`config.mk`:
```
export PLATFORM = sky130hd
export DESIGN_NAME = gemm_job_scheduler
export DESIGN_NICKNAME = d
export VERILOG_FILES = /design/src/rtl/gemm_sched_pkg.sv /design/src/rtl/gemm_job_fifo.sv /design/src/rtl/gemm_job_scheduler.sv
export SDC_FILE = /design/constraint.sdc
export NUM_CORES = 1
export LEC_CHECK = 0
export ABC_AREA = 1
export BUFFER_PORTS_ARGS = -buffer_cell sky130_fd_sc_hd__buf_2
export CAP_MARGIN = 0
export CELL_PAD_IN_SITES_DETAIL_PLACEMENT = 0
export CELL_PAD_IN_SITES_GLOBAL_PLACEMENT = 1
export CORE_MARGIN = 2
export CORE_UTILIZATION = 51
export CTS_BUF_LIST = sky130_fd_sc_hd__clkbuf_4 sky130_fd_sc_hd__clkbuf_8
export DETAILED_ROUTE_END_ITERATION = 8
export GPL_ROUTABILITY_DRIVEN = 0
export GPL_TIMING_DRIVEN = 0
export PLACE_DENSITY_LB_ADDON = 0.1
export REMOVE_ABC_BUFFERS = 1
export SLEW_MARGIN = 20
export SYNTH_ARGS = -nofsm -noshare
export SYNTH_HDL_FRONTEND = slang
export SYNTH_HIERARCHICAL = 1
export SYNTH_SLANG_ARGS = --single-unit
```
`constraint.sdc`:
```
create_clock -name clk_i -period 5.1 [get_ports clk_i]
set_clock_uncertainty 0.05 [all_clocks]
set_input_delay 0.255 -clock clk_i [delete_from_list [all_inputs] [get_ports clk_i]]
set_output_delay 0.255 -clock clk_i [all_outputs]
set_load 0.02 [all_outputs]
```
`src/rtl/gemm_sched_pkg.sv`:
```
// Shared types and helpers for the GeMM job scheduler front end.
// Holds the FSM state encoding, record field width helpers and the size legality check.
package gemm_sched_pkg;

  typedef enum logic [1:0] {
    SchedIdle,
    SchedLaunch,
    SchedRun,
    SchedComplete
  } sched_state_e;

  localparam int unsigned DefAddrWidth = 8;
  localparam int unsigned DefIdWidth   = 4;

  function automatic int unsigned req_idx_width(input int unsigned num_req);
    return (num_req > 1) ? $clog2(num_req) : 1;
  endfunction

  // A size triple is legal only when every dimension is a nonzero multiple of its tile.
  function automatic logic is_legal_size(input logic [31:0] m, input logic [31:0] k,
                                         input logic [31:0] n, input int unsigned tile_m,
                                         input int unsigned tile_k, input int unsigned tile_n);
    return (m != 0) && (k != 0) && (n != 0) &&
           ((m % tile_m) == 0) && ((k % tile_k) == 0) && ((n % tile_n) == 0);
  endfunction

endpackage

```
`src/rtl/gemm_job_fifo.sv`:
```
// Show-ahead synchronous FIFO holding packed job records.
// Depth must be a power of two so the pointers wrap naturally.
module gemm_job_fifo #(
  parameter int unsigned Width = 8,
  parameter int unsigned Depth = 4
) (
  input  logic                   clk_i,
  input  logic                   rst_ni,
  input  logic                   push,
  input  logic [Width-1:0]       push_data,
  input  logic                   pop,
  output logic [Width-1:0]       pop_data,
  output logic                   full,
  output logic                   empty,
  output logic [$clog2(Depth):0] count
);

  localparam int unsigned PtrW = $clog2(Depth);
  localparam int unsigned CntW = PtrW + 1;

  logic [Width-1:0] mem [Depth];
  logic [PtrW-1:0]  wptr;
  logic [PtrW-1:0]  rptr;
  logic             do_push;
  logic             do_pop;

  assign full     = (count == CntW'(Depth));
  assign empty    = (count == '0);
  assign do_push  = push && !full;
  assign do_pop   = pop && !empty;
  assign pop_data = mem[rptr];

  always_ff @(posedge clk_i or negedge rst_ni) begin
    if (!rst_ni) begin
      wptr  <= '0;
      rptr  <= '0;
      count <= '0;
    end else begin
      if (do_push) wptr <= wptr + PtrW'(1);
      if (do_pop)  rptr <= rptr + PtrW'(1);
      case ({do_push, do_pop})
        2'b10:   count <= count + CntW'(1);
        2'b01:   count <= count - CntW'(1);
        default: count <= count;
      endcase
    end
  end

  // Storage needs no reset: entries are only read once count says they were written.
  always_ff @(posedge clk_i) begin
    if (do_push) mem[wptr] <= push_data;
  end

endmodule

```
`src/rtl/gemm_job_scheduler.sv`:
```
// Job front end for the GeMM controller: round-robin intake, job FIFO, and a
// launch/complete FSM that rejects illegal sizes without ever starting them.
module gemm_job_scheduler
  import gemm_sched_pkg::*;
#(
  parameter int unsigned AddrWidth  = DefAddrWidth,
  parameter int unsigned NumReq     = 2,
  parameter int unsigned QueueDepth = 4,
  parameter int unsigned IdWidth    = DefIdWidth,
  parameter int unsigned TileM      = 4,
  parameter int unsigned TileK      = 4,
  parameter int unsigned TileN      = 4
) (
  input  logic                                       clk_i,
  input  logic                                       rst_ni,
  input  logic [NumReq-1:0]                          req_valid_i,
  output logic [NumReq-1:0]                          req_ready_o,
  input  logic [NumReq-1:0][AddrWidth-1:0]           req_m_size_i,
  input  logic [NumReq-1:0][AddrWidth-1:0]           req_k_size_i,
  input  logic [NumReq-1:0][AddrWidth-1:0]           req_n_size_i,
  input  logic [NumReq-1:0][IdWidth-1:0]             req_id_i,
  output logic                                       start_o,
  output logic [AddrWidth-1:0]                       m_size_o,
  output logic [AddrWidth-1:0]                       k_size_o,
  output logic [AddrWidth-1:0]                       n_size_o,
  input  logic                                       done_i,
  output logic                                       cpl_valid_o,
  input  logic                                       cpl_ready_i,
  output logic [IdWidth-1:0]                         cpl_id_o,
  output logic [((NumReq > 1) ? $clog2(NumReq) : 1)-1:0] cpl_req_o,
  output logic                                       cpl_err_o,
  output logic [$clog2(QueueDepth):0]                queue_count_o,
  output logic                                       idle_o
);

  localparam int unsigned ReqW = req_idx_width(NumReq);

  typedef struct packed {
    logic                 err;
    logic [ReqW-1:0]      req;
    logic [IdWidth-1:0]   id;
    logic [AddrWidth-1:0] m;
    logic [AddrWidth-1:0] k;
    logic [AddrWidth-1:0] n;
  } job_t;

  sched_state_e    state;
  logic [ReqW-1:0] rr_ptr;
  logic [ReqW-1:0] gnt_idx;
  logic            gnt_valid;
  logic            full;
  logic            empty;
  logic            push;
  logic            pop;
  job_t            push_rec;
  job_t            head;
  logic [$bits(job_t)-1:0] head_raw;

  // First valid requester at or after the round-robin pointer wins.
  always_comb begin
    gnt_valid = 1'b0;
    gnt_idx   = '0;
    for (int unsigned off = 0; off < NumReq; off++) begin
      if (!gnt_valid && req_valid_i[(int'(rr_ptr) + off) % NumReq]) begin
        gnt_valid = 1'b1;
        gnt_idx   = ReqW'((int'(rr_ptr) + off) % NumReq);
      end
    end
  end

  always_comb begin
    req_ready_o = '0;
    if (gnt_valid && !full) req_ready_o[gnt_idx] = 1'b1;
  end

  assign push = gnt_valid && !full;
  assign pop  = (state == SchedIdle) && !empty;

  always_comb begin
    push_rec.req = gnt_idx;
    push_rec.id  = req_id_i[gnt_idx];
    push_rec.m   = req_m_size_i[gnt_idx];
    push_rec.k   = req_k_size_i[gnt_idx];
    push_rec.n   = req_n_size_i[gnt_idx];
    push_rec.err = !is_legal_size(32'(req_m_size_i[gnt_idx]), 32'(req_k_size_i[gnt_idx]),
                                  32'(req_n_size_i[gnt_idx]), TileM, TileK, TileN);
  end

  always_ff @(posedge clk_i or negedge rst_ni) begin
    if (!rst_ni) begin
      rr_ptr <= '0;
    end else if (push) begin
      rr_ptr <= ReqW'((int'(gnt_idx) + 1) % NumReq);
    end
  end

  gemm_job_fifo #(
    .Width($bits(job_t)),
    .Depth(QueueDepth)
  ) u_fifo (
    .clk_i    (clk_i),
    .rst_ni   (rst_ni),
    .push     (push),
    .push_data(push_rec),
    .pop      (pop),
    .pop_data (head_raw),
    .full     (full),
    .empty    (empty),
    .count    (queue_count_o)
  );

  assign head   = job_t'(head_raw);
  assign idle_o = (state == SchedIdle) && empty;

  // The completion fields and size outputs double as the active-job register.
  always_ff @(posedge clk_i or negedge rst_ni) begin
    if (!rst_ni) begin
      state       <= SchedIdle;
      start_o     <= 1'b0;
      cpl_valid_o <= 1'b0;
      cpl_id_o    <= '0;
      cpl_req_o   <= '0;
      cpl_err_o   <= 1'b0;
      m_size_o    <= '0;
      k_size_o    <= '0;
      n_size_o    <= '0;
    end else begin
      case (state)
        SchedIdle: begin
          if (!empty) begin
            cpl_id_o  <= head.id;
            cpl_req_o <= head.req;
            cpl_err_o <= head.err;
            if (head.err) begin
              m_size_o    <= '0;
              k_size_o    <= '0;
              n_size_o    <= '0;
              cpl_valid_o <= 1'b1;
              state       <= SchedComplete;
            end else begin
              m_size_o <= head.m;
              k_size_o <= head.k;
              n_size_o <= head.n;
              start_o  <= 1'b1;
              state    <= SchedLaunch;
            end
          end
        end
        SchedLaunch: begin
          start_o <= 1'b0;
          state   <= SchedRun;
        end
        SchedRun: begin
          if (done_i) begin
            cpl_valid_o <= 1'b1;
            state       <= SchedComplete;
          end
        end
        SchedComplete: begin
          if (cpl_ready_i) begin
            cpl_valid_o <= 1'b0;
            state       <= SchedIdle;
          end
        end
        default: state <= SchedIdle;
      endcase
    end
  end

endmodule

```
==> results of run 1 <==
==> logic make-up (layout without fill, tap and decap cells) <==
group                      count (synthesis)  in the layout  share of synthesized area
DFF                                      162            162                      0.653
buffers and inverters                    123            229                     0.0820
xor gates and xnor gates                   1              1                    0.00123
AOI/OAI and AO/OA                         97             97                      0.104
adders and majority gates                 11             11                     0.0204
and+or+nand+nor                          249            249                      0.140
==> synthesized netlist by cell type (all sizes together) <==
master | count | area share
a21boi | 1 | 0.0016
o21bai | 1 | 0.0011
clkbuf | 7 | 0.0037
nand2 | 191 | 0.10
xnor2 | 1 | 0.0012
nand3 | 29 | 0.020
dfrtp | 42 | 0.15
o22ai | 1 | 0.00088
ha | 10 | 0.018
o21ai | 9 | 0.0063
o211ai | 61 | 0.064
nand4 | 1 | 0.00088
a22o | 24 | 0.029
fa | 1 | 0.0028
inv | 92 | 0.048
nor3 | 1 | 0.00070
nand3b | 1 | 0.0011
edfxtp | 120 | 0.51
nor2 | 25 | 0.015
buf | 24 | 0.030
or2 | 1 | 0.00088
==> flip-flops by register name, indices dropped and copies added, names as in the netlist, 3 cells and up <==
| register | count |
|---|---|
| cpl_id_o | 4 |
| m_size_o | 8 |
| u_fifo/mem | 120 |
| k_size_o | 8 |
| n_size_o | 8 |
| u_fifo/count | 3 |
==> report_power, final <==
part           total (W)  internal, W  switching (W)
Sequential       0.00209      0.00191       0.000185
Clock            0.00101     0.000573       0.000440
Combinational    0.00177     0.000590        0.00118
==> layout make-up <==
type | count | area share
Sequential cell | 162 | 0.565
Clock buffer | 22 | 0.0345
Inverter | 92 | 0.0422
Timing Repair Buffer | 105 | 0.0784
Clock inverter | 10 | 0.0193
Tap cell | 180 | 0.0273
Multi-Input combinational cell | 358 | 0.233
==> worst max-delay path, delay by kind of cell (launching register included) <==
kind	cells	cell delay, ns
simple gates	2	0.83
compound gates	3	0.50
buf+inv	2	0.58
flops	1	0.90
==> metal layers <==
metal	global-route usage	up-vias	wire length [um]
met3	0.0507	23	584
met2	0.353	119	7560
met5	0	-	0
met4	0.0905	0	332
li1	-	2362	-
met1	0.261	2315	6350
==> through the flow <==
step / hold slack (ns) / std cells / instance area (um^2)
after floorplan: -0.0906 / 612 / 6890
after global placement: 0.401 / 891 / 7610
after detailed placement: 0.405 / 896 / 7780
after CTS: 0.0667 / 929 / 8240
after global routing: 0.0830 / 929 / 8240
final: 0.0864 / 929 / 8240
==> timing repair <==
item,4_1_cts,5_1_grt
hold endpoints to repair,5,0
hold buffers,1,0
gates resized for setup,0,0
==> path summary, 6_finish.rpt <==
check,start,end,slack (ns),depth (start not counted)
min in group asynchronous,rst_ni,u_fifo/count[0]$_DFFE_PN0P_,0.32,2
worst max-delay path,u_fifo/rptr[1]$_DFFE_PN0P_,start_o$_DFFE_PN0P_,2.07,7
worst min register to register,cpl_id_o[3]$_DFFE_PN0P_,cpl_id_o[3]$_DFFE_PN0P_,0.42,2
worst min-delay path,req_id_i[3],u_fifo/mem[2][27]$_DFFE_PP_,0.09,3
max in group asynchronous,rst_ni,u_fifo/rptr[1]$_DFFE_PN0P_,4.24,2
worst max register to register,u_fifo/rptr[1]$_DFFE_PN0P_,start_o$_DFFE_PN0P_,2.07,7
==> reports/qor.yml, run 1 <==
run_status:
  status: "completed"
clocking:
  numClockSinks: 162
  clk_path_buf_depth: 2
  htree_levels: 4
  worstSkewPairLatency_ns: 0.45
  cts_buffers: 17
  cts_tree: "yes"
  postCtsSetupBuffers: 0
  cts_root_buf: "clkbuf_8"
  path_clk_slew_ns: 0.08
die:
  floorplan.die_area_um2: 14900
  dieWidth_um: 122
  ioPinCount: 100
  rows: 43
  die_h_um: 122
  initial_utilization: 0.517
  core-area_um2: 13800
route:
  ant_nets: 0
  dr_total_vias: 4819
  drcViolationCount: 0
  drt_iter0_drc: 218
  detail_route.vias_per_cell: 5.19
  drt_wl_total_um: 14800
  wl_per_cell_um: 16.0
  firstDrtPassIters: 7
logic_synthesis:
  ys_types: 25
  synth_seq_cells: 162
  synth.cell_area_um2: 7130
  avgSynthCellArea_um2: 11.1
  yosysWarningCount: 6
  synth-seq-area-share: 0.653
  synthCells: 643
timing:
  hold_viol_final: 0
  rsz0062_at_grt: "false"
  worst_pin_slew_ns: 0.931
  slew_headroom: 0.378
  report.final.setup_viol: 0
  period_needed_ns: 3.03
  fin_tns_setup_ns: 0
  timing.final.crit_share: 0.593
  clock.fmax_ghz: 0.330
  drv_slew: 0
  setup_ws_ns: 2.07
place:
  dpl.hpwl_um: 9050
  port_buffers: 99
  place_ws_ns: 2.08
finish:
  seqCellArea_um2: 4660
  final_cell_mix: "nand2_1, edfxtp_1, buf_2, inv_1, o211ai_1"
  fin_util: 0.598
  antenna_cells: 0
  drive_above_1_share: 0.199
  multiInputGateArea_um2: 1920
  nNetsFinal: 809
  area_growth_pct: 15.6
  n_fill_cell: 1167
  layout_commonest_cell: "nand2_1"
global_routing:
  antenna_found_initial: 0
  grt_pass1_vias: 4517
  grt_pass1_wl_um: 23000
  grt_max_degree: 73
  grt.total_usage: 0.210
  grt.overflow.total: 0
setup_path:
  path_max_fanout: 32
  critPathArrivalTime_ns: 3.32
  start_kind: "flop"
  path_cells: "inv_2 > o211ai_1 > nand2_1 > nor2_4 > o21ai_0 > o21ai_0 > inv_1"
  critPathSlowestCell: "dfrtp_2"
  cp_common_cell: "o21ai_0"
  critPathKind: "flop to flop"
  cp-end-kind: "flop"
  cp.required_ns: 5.39
  max_stage_delay_ns: 0.90
hold_path:
  hold_path_class: "input pin to flop"
flow_run:
  max_cap_viol_count: 0
pwr:
  p_leak_nw: 3.75
  p_total_w: 0.00487
  cellPowerDensity_nw_per_um2: 591
  peakVddDrop_v: 0.000243
Power figures use the tool's default switching activity.
==> run 2, diff against run 1 <==
CORE_UTILIZATION = 47   (was 51)
clock period = 2.9 ns   (was 5.1 ns; I/O delays follow)
==> run 2 against run 1 <==
  * Critical path depth down 2
  * Sequential share of layout area about the same
  * Largest power group unchanged
  * Largest cell class unchanged
  * Highest routed layer unchanged
  * Routed wire length up 1.3%
  * Fmax up 14%
  * Non-clock buffer count up 9
  * Worst hold slack worse by 0.061 ns
  * Sequential power up 76%
  * Die area up 8.2%
==> reports/qor.yml, run 2 (synthesis gave the netlist of run 1 again) <==
timing:
  rsz0062_at_grt: "false"  # unchanged
  fin_tns_setup_ns: 0  # unchanged
  hold_viol_final: 0  # unchanged
  setup_ws_ns: 0.247  # was 2.07 ns
  whs_ns: 0.0252  # was 0.0864 ns
  report.final.setup_viol: 0  # unchanged
  period_needed_ns: 2.65  # was 3.03 ns
  clock.fmax_ghz: 0.377  # was 0.330 GHz
  slew_headroom: 0.421  # was 0.378
  timing.final.crit_share: 0.915  # was 0.593
  worst_pin_slew_ns: 0.868  # was 0.931 ns
  drv_slew: 0  # unchanged
setup_path:
  worstRegToRegCells: 5  # was 7
  r2r_end: "k_size_o[2]$_DFFE_PN0P_"  # was start_o$_DFFE_PN0P_
  critPathArrivalTime_ns: 2.98  # was 3.32 ns
  cp_num_buf_inv: 1  # was 2
  cp.required_ns: 3.23  # was 5.39 ns
  crit_family: "simple AND/OR/NAND/NOR gates"  # was flip-flops
  path_max_fanout: 32  # unchanged
  critPathSlowestCell: "dfrtp_4"  # was dfrtp_2
  critPathKind: "flop to flop"  # unchanged
  r2r_slack_ns: 0.25  # was 2.07 ns
  start_kind: "flop"  # unchanged
  cp-end-kind: "flop"  # unchanged
  path_cells: "inv_2 > o211ai_1 > nand2_1 > nor2_2 > a22o_1"  # was inv_2 > o211ai_1 > nand2_1 > nor2_4 > o21ai_0 > o21ai_0 > inv_1
  max_stage_delay_ns: 0.72  # was 0.90 ns
  worstReg2RegStart: "u_fifo/rptr[1]$_DFFE_PN0P_"  # unchanged
clocking:
  numClockSinks: 162  # unchanged
  cts_root_buf: "clkbuf_8"  # unchanged
  worstSkewPairLatency_ns: 0.44  # was 0.45 ns
  cts_buffers: 17  # unchanged
  clk_path_buf_depth: 2  # unchanged
  cts_tree: "yes"  # unchanged
  path_clk_slew_ns: 0.08  # about the same
  htree_levels: 4  # unchanged
die:
  initial_utilization: 0.474  # was 0.517
  core-area_um2: 15000  # was 13,800 um^2
  ioPinCount: 100  # unchanged
  die_h_um: 127  # was 122 um
  dieWidth_um: 127  # was 122 um
  rows: 45  # was 43
  floorplan.die_area_um2: 16200  # was 14,900 um^2
hold_path:
  hold_end: "u_fifo/mem[2][14]$_DFFE_PP_"  # was u_fifo/mem[2][27]$_DFFE_PP_
  worstHoldPathCells: 3  # unchanged
  hold_path_class: "input pin to flop"  # unchanged
  hold_path_startpoint: "req_k_size_i[6]"  # was req_id_i[3]
finish:
  largest_reg_flops: 120  # unchanged
  nNetsFinal: 819  # was 809
  regMostFlops: "u_fifo/mem"  # unchanged
  area_growth_pct: 15.6  # about the same
  drive_above_1_share: 0.197  # was 0.199
  final_cell_mix: "nand2_1, edfxtp_1, buf_2, inv_1, o211ai_1"  # unchanged
  layout_commonest_cell: "nand2_1"  # unchanged
  antenna_cells: 0  # unchanged
global_routing:
  grt_pass1_wl_um: 23700  # was 23,000 um
  grt.overflow.total: 0  # unchanged
  use_met2: 0.349  # was 0.353
  grt.total_usage: 0.196  # was 0.210
  grt_pass1_vias: 4676  # was 4,517
  grt_max_degree: 73  # unchanged
  grt_util_met1: 0.235  # was 0.261
  grt_busiest_layer: "met2"  # unchanged
  globalRouteMet3Util: 0.0423  # was 0.0507
  antenna_found_initial: 0  # unchanged
flow_run:
  max_cap_viol_count: 0  # unchanged
pwr:
  combPwrFrac: 0.381  # was 0.363
  cellPowerDensity_nw_per_um2: 998  # was 591 nW/um^2
  internal-power_w: 0.00508  # was 0.00307 W
  p_leak_nw: 3.76  # was 3.75 nW
  p_total_w: 0.00822  # was 0.00487 W
  pwr-share-seq: 0.448  # was 0.430
  p_clk_frac: 0.171  # was 0.208
  power_switching_w: 0.00314  # was 0.00180 W
  switching_share: 0.382  # was 0.370
  peakVddDrop_v: 0.000468  # was 0.000243 V
place:
  place_ws_ns: -0.0754  # was 2.08 ns
  port_buffers: 99  # unchanged
  dpl.hpwl_um: 9170  # was 9050 um
route:
  firstDrtPassIters: 5  # was 7
  ant_nets: 0  # unchanged
  drcViolationCount: 0  # unchanged
  drt_wl_total_um: 15000  # was 14,800 um
  drt_iter0_drc: 187  # was 218
  dr_total_vias: 4840  # was 4,819
  detail_route.vias_per_cell: 5.12  # was 5.19
  wl_per_cell_um: 15.9  # was 16.0 um
run_status:
  status: "completed"  # unchanged
run 2: cell types whose count changed in the layout (fill, tap and decap cells not counted), sizes merged:
cell,previous run,this run
dlygate4sd3,1,10
bufinv,4,0
clkinv,2,6
clkinvlp,4,1
clkbuf,22,24
nor2,25,26
run 2: metrics by stage:
step	cell area, um^2	instances	utilization
2_1_floorplan	6890	612	-
3_3_place_gp	7620	899	0.507
3_5_place_dp	7790	904	0.518
4_1_cts	8230	945	0.548
5_1_grt	8240	946	0.548
6_report	8240	946	0.548
run 2: worst register-to-register path, delay by kind of cell, from the launching register on:
kind | cells | cell delay, ns
buffers and inverters | 1 | 0.45
AOI/OAI and AO/OA | 2 | 0.48
DFF | 1 | 0.72
and+or+nand+nor | 2 | 0.90
run 2: final cells by class:
class	instances	area (um^2)
Tap cell	188	235
Timing Repair Buffer	114	736
Clock buffer	24	299
Inverter	92	348
Multi-Input combinational cell	359	1930
Clock inverter	7	35.0
Sequential cell	162	4660
Fill cell	1316	6790
run 2: worst max path at each step:
stage                                            from  slack, ns                     endpoint  cells past startpoint
after CTS                        state[0]$_DFFE_PN0P_       0.14          start_o$_DFFE_PN0P_                      9
after detailed placement   u_fifo/rptr[1]$_DFFE_PN0P_      -0.08          start_o$_DFFE_PN0P_                      7
final                      u_fifo/rptr[1]$_DFFE_PN0P_       0.25      k_size_o[2]$_DFFE_PN0P_                      5
after global placement    u_fifo/count[0]$_DFFE_PN0P_      -1.19   u_fifo/mem[0][7]$_DFFE_PP_                      6
after global routing               rr_ptr$_DFFE_PN0P_       0.05  u_fifo/mem[3][29]$_DFFE_PP_                     10
after floorplan           u_fifo/count[0]$_DFFE_PN0P_      -0.01   u_fifo/mem[0][0]$_DFFE_PP_                      6
run 2: routing by layer:
| metal | wire length (um) | share of wire |
|---|---|---|
| met4 | 211 | 0.014 |
| met2 | 7700 | 0.51 |
| met3 | 729 | 0.049 |
| met5 | 0 | 0 |
| met1 | 6370 | 0.42 |
run 2: power groups by stage:
| stage | clock (W) | combinational [W] | sequential (W) |
|---|---|---|---|
| 2_1_floorplan | 0 | 0.00183 | 0.00385 |
| 3_3_place_gp | 0 | 0.00282 | 0.00375 |
| 3_5_place_dp | 0 | 0.00315 | 0.00373 |
| 4_1_cts | 0.00145 | 0.00317 | 0.00369 |
| 5_1_grt | 0.00155 | 0.00354 | 0.00375 |
| 6_report | 0.00141 | 0.00313 | 0.00368 |
run 2: timing repair:
action,in CTS,in global routing
pin swaps,1,1
endpoints found under the hold margin,66,0
gates resized for setup,2,0
setup buffers,0,0
endpoints found under the setup margin,5,1
hold buffers,10,0
gates cloned,0,1
==> run 3, diff against run 2 <==
==> constraint.sdc (replaced) <==
create_clock -name clk_i -period 2.9 [get_ports clk_i]
set_clock_uncertainty 0.05 [all_clocks]
set_input_delay 0.435 -clock clk_i [delete_from_list [all_inputs] [get_ports clk_i]]
set_output_delay 0.435 -clock clk_i [all_outputs]
set_load 0.02 [all_outputs]
==> run 3 against run 2 <==
  * The flow now finishes with violations (DRC)
  * Setup slack better by 0.086 ns
  * Cell count down 0.95%
  * Via count down 1.8%
  * Largest cell class unchanged
  * Largest power group unchanged
==> reports/qor.yml, run 3 (synthesis gave the netlist of run 1 again) <==
die:
  floorplan.die_area_um2: 16200  # unchanged
  dieWidth_um: 127  # unchanged
  core-area_um2: 15000  # unchanged
  initial_utilization: 0.474  # unchanged
  rows: 45  # unchanged
  die_h_um: 127  # unchanged
  ioPinCount: 100  # unchanged
clocking:
  htree_levels: 4  # unchanged
  cts_tree: "yes"  # unchanged
  postCtsSetupBuffers: 0  # unchanged
  clk_path_buf_depth: 2  # unchanged
  worstSkewPairLatency_ns: 0.43  # was 0.44 ns
  cts_root_buf: "clkbuf_8"  # unchanged
  path_clk_slew_ns: 0.08  # about the same
  cts_buffers: 17  # unchanged
  numClockSinks: 162  # unchanged
global_routing:
  grt_pass1_wl_um: 23900  # was 23,700 um
  grt.overflow.total: 0  # unchanged
  grt_max_degree: 73  # unchanged
  grt.total_usage: 0.198  # was 0.196
  antenna_found_initial: 0  # unchanged
  grt_pass1_vias: 4629  # was 4,676
pwr:
  pwr-share-seq: 0.448  # about the same
  p_total_w: 0.00821  # was 0.00822 W
  power_switching_w: 0.00314  # about the same
  internal-power_w: 0.00507  # was 0.00508 W
  cellPowerDensity_nw_per_um2: 1010  # was 998 nW/um^2
  switching_share: 0.383  # was 0.382
  p_leak_nw: 3.72  # was 3.76 nW
  peakVddDrop_v: 0.000468  # about the same
  combPwrFrac: 0.380  # was 0.381
  p_clk_frac: 0.171  # about the same
finish:
  fin_util: 0.543  # was 0.548
  largest_reg_flops: 120  # unchanged
  nNetsFinal: 810  # was 819
  layout_commonest_cell: "nand2_1"  # unchanged
  final_cell_mix: "nand2_1, edfxtp_1, buf_2, inv_1, o211ai_1"  # unchanged
  drive_above_1_share: 0.199  # was 0.197
  antenna_cells: 0  # unchanged
  regMostFlops: "u_fifo/mem"  # unchanged
  area_growth_pct: 14.5  # was 15.6%
timing:
  rsz0062_at_grt: "false"  # unchanged
  report.final.setup_viol: 0  # unchanged
  slew_headroom: 0.510  # was 0.421
  hold_viol_final: 0  # unchanged
  clock.fmax_ghz: 0.390  # was 0.377 GHz
  drv_slew: 0  # unchanged
  period_needed_ns: 2.57  # was 2.65 ns
  setup_ws_ns: 0.333  # was 0.247 ns
  timing.final.crit_share: 0.885  # was 0.915
  worst_pin_slew_ns: 0.735  # was 0.868 ns
route:
  drt_wl_total_um: 15000  # about the same
  ant_nets: 0  # unchanged
  drcViolationCount: 1  # was 0
  detail_route.vias_per_cell: 5.07  # was 5.12
  firstDrtPassIters: 6  # was 5
  dr_total_vias: 4753  # was 4,840
  drt_iter0_drc: 199  # was 187
  wl_per_cell_um: 16.0  # was 15.9 um
run_status:
  violations: "DRC"
  status: "finished with violations"  # was completed
place:
  place_ws_ns: -0.234  # was -0.0754 ns
  port_buffers: 99  # unchanged
  dpl.hpwl_um: 9170  # unchanged
hold_path:
  hold_path_class: "input pin to flop"  # unchanged
setup_path:
  path_max_fanout: 32  # unchanged
  critPathArrivalTime_ns: 2.84  # was 2.98 ns
  start_kind: "flop"  # unchanged
  cp.required_ns: 3.17  # was 3.23 ns
  cp-end-kind: "flop"  # unchanged
  critPathKind: "flop to flop"  # unchanged
flow_run:
  max_cap_viol_count: 0  # unchanged
[run 3: routing by layer]
metal  up-vias  track usage  routed length (um)
met2       125        0.350                7640
li1       2361            -                   -
met3        14       0.0394                 907
met5         -            0                   0
met4         0       0.0718                 186
met1      2253        0.242                6250
[run 3: area by class of cell]
type	instances	area, um^2
clock buffer	24	299
inverter	92	348
tap	188	235
fill	1322	6870
clock inverter	7	35.0
timing repair buffer	105	646
sequential	162	4660
multi-input combinational	359	1940
[run 3: power groups by stage]
stage	clock network [W]	registers, W	logic, W
after floorplan	0	0.00385	0.00183
after global placement	0	0.00375	0.00282
after detailed placement	0	0.00373	0.00315
after CTS	0.00145	0.00368	0.00318
after global routing	0.00155	0.00375	0.00353
final	0.00141	0.00368	0.00312
[run 3: metrics by stage]
step	instance area [um^2]	hold WS (ns)	cells	setup TNS, ns
after floorplan	6890	0.0894	612	-1.71
after global placement	7620	0.402	899	-206.30
after detailed placement	7790	0.406	904	-1.01
after CTS	8140	0.172	936	0
after global routing	8160	0.289	937	0
final	8160	0.288	937	0
[run 3: critical path, cell delays in order, from the launching register on]
cell and delay [ns]:
dfrtp_4 0.73, inv_2 0.42, o211ai_1 0.22, nand2_1 0.20
nor2_4 0.51, o21ai_0 0.14, o21ai_0 0.10, inv_1 0.05
[run 3: repair_timing]
item,CTS,global route
hold buffers,0,1
pin swaps,1,0
hold endpoints to repair,0,40
gates cloned,1,0
gates resized for setup,1,3
endpoints found under the setup margin,6,15
[run 3: worst paths after layout]
| check | from | end | slack, ns | depth (start not counted) |
|---|---|---|---|---|
| max in group asynchronous | rst_ni | u_fifo/rptr[1]$_DFFE_PN0P_ | 1.83 | 2 |
| setup reg to reg | u_fifo/rptr[1]$_DFFE_PN0P_ | start_o$_DFFE_PN0P_ | 0.33 | 7 |
| hold reg to reg | cpl_id_o[2]$_DFFE_PN0P_ | cpl_id_o[2]$_DFFE_PN0P_ | 0.42 | 2 |
| setup / recovery | u_fifo/rptr[1]$_DFFE_PN0P_ | start_o$_DFFE_PN0P_ | 0.33 | 7 |
| hold / removal | req_id_i[4] | u_fifo/mem[3][24]$_DFFE_PP_ | 0.29 | 3 |
| min in group asynchronous | rst_ni | u_fifo/count[2]$_DFFE_PN0P_ | 0.51 | 2 |
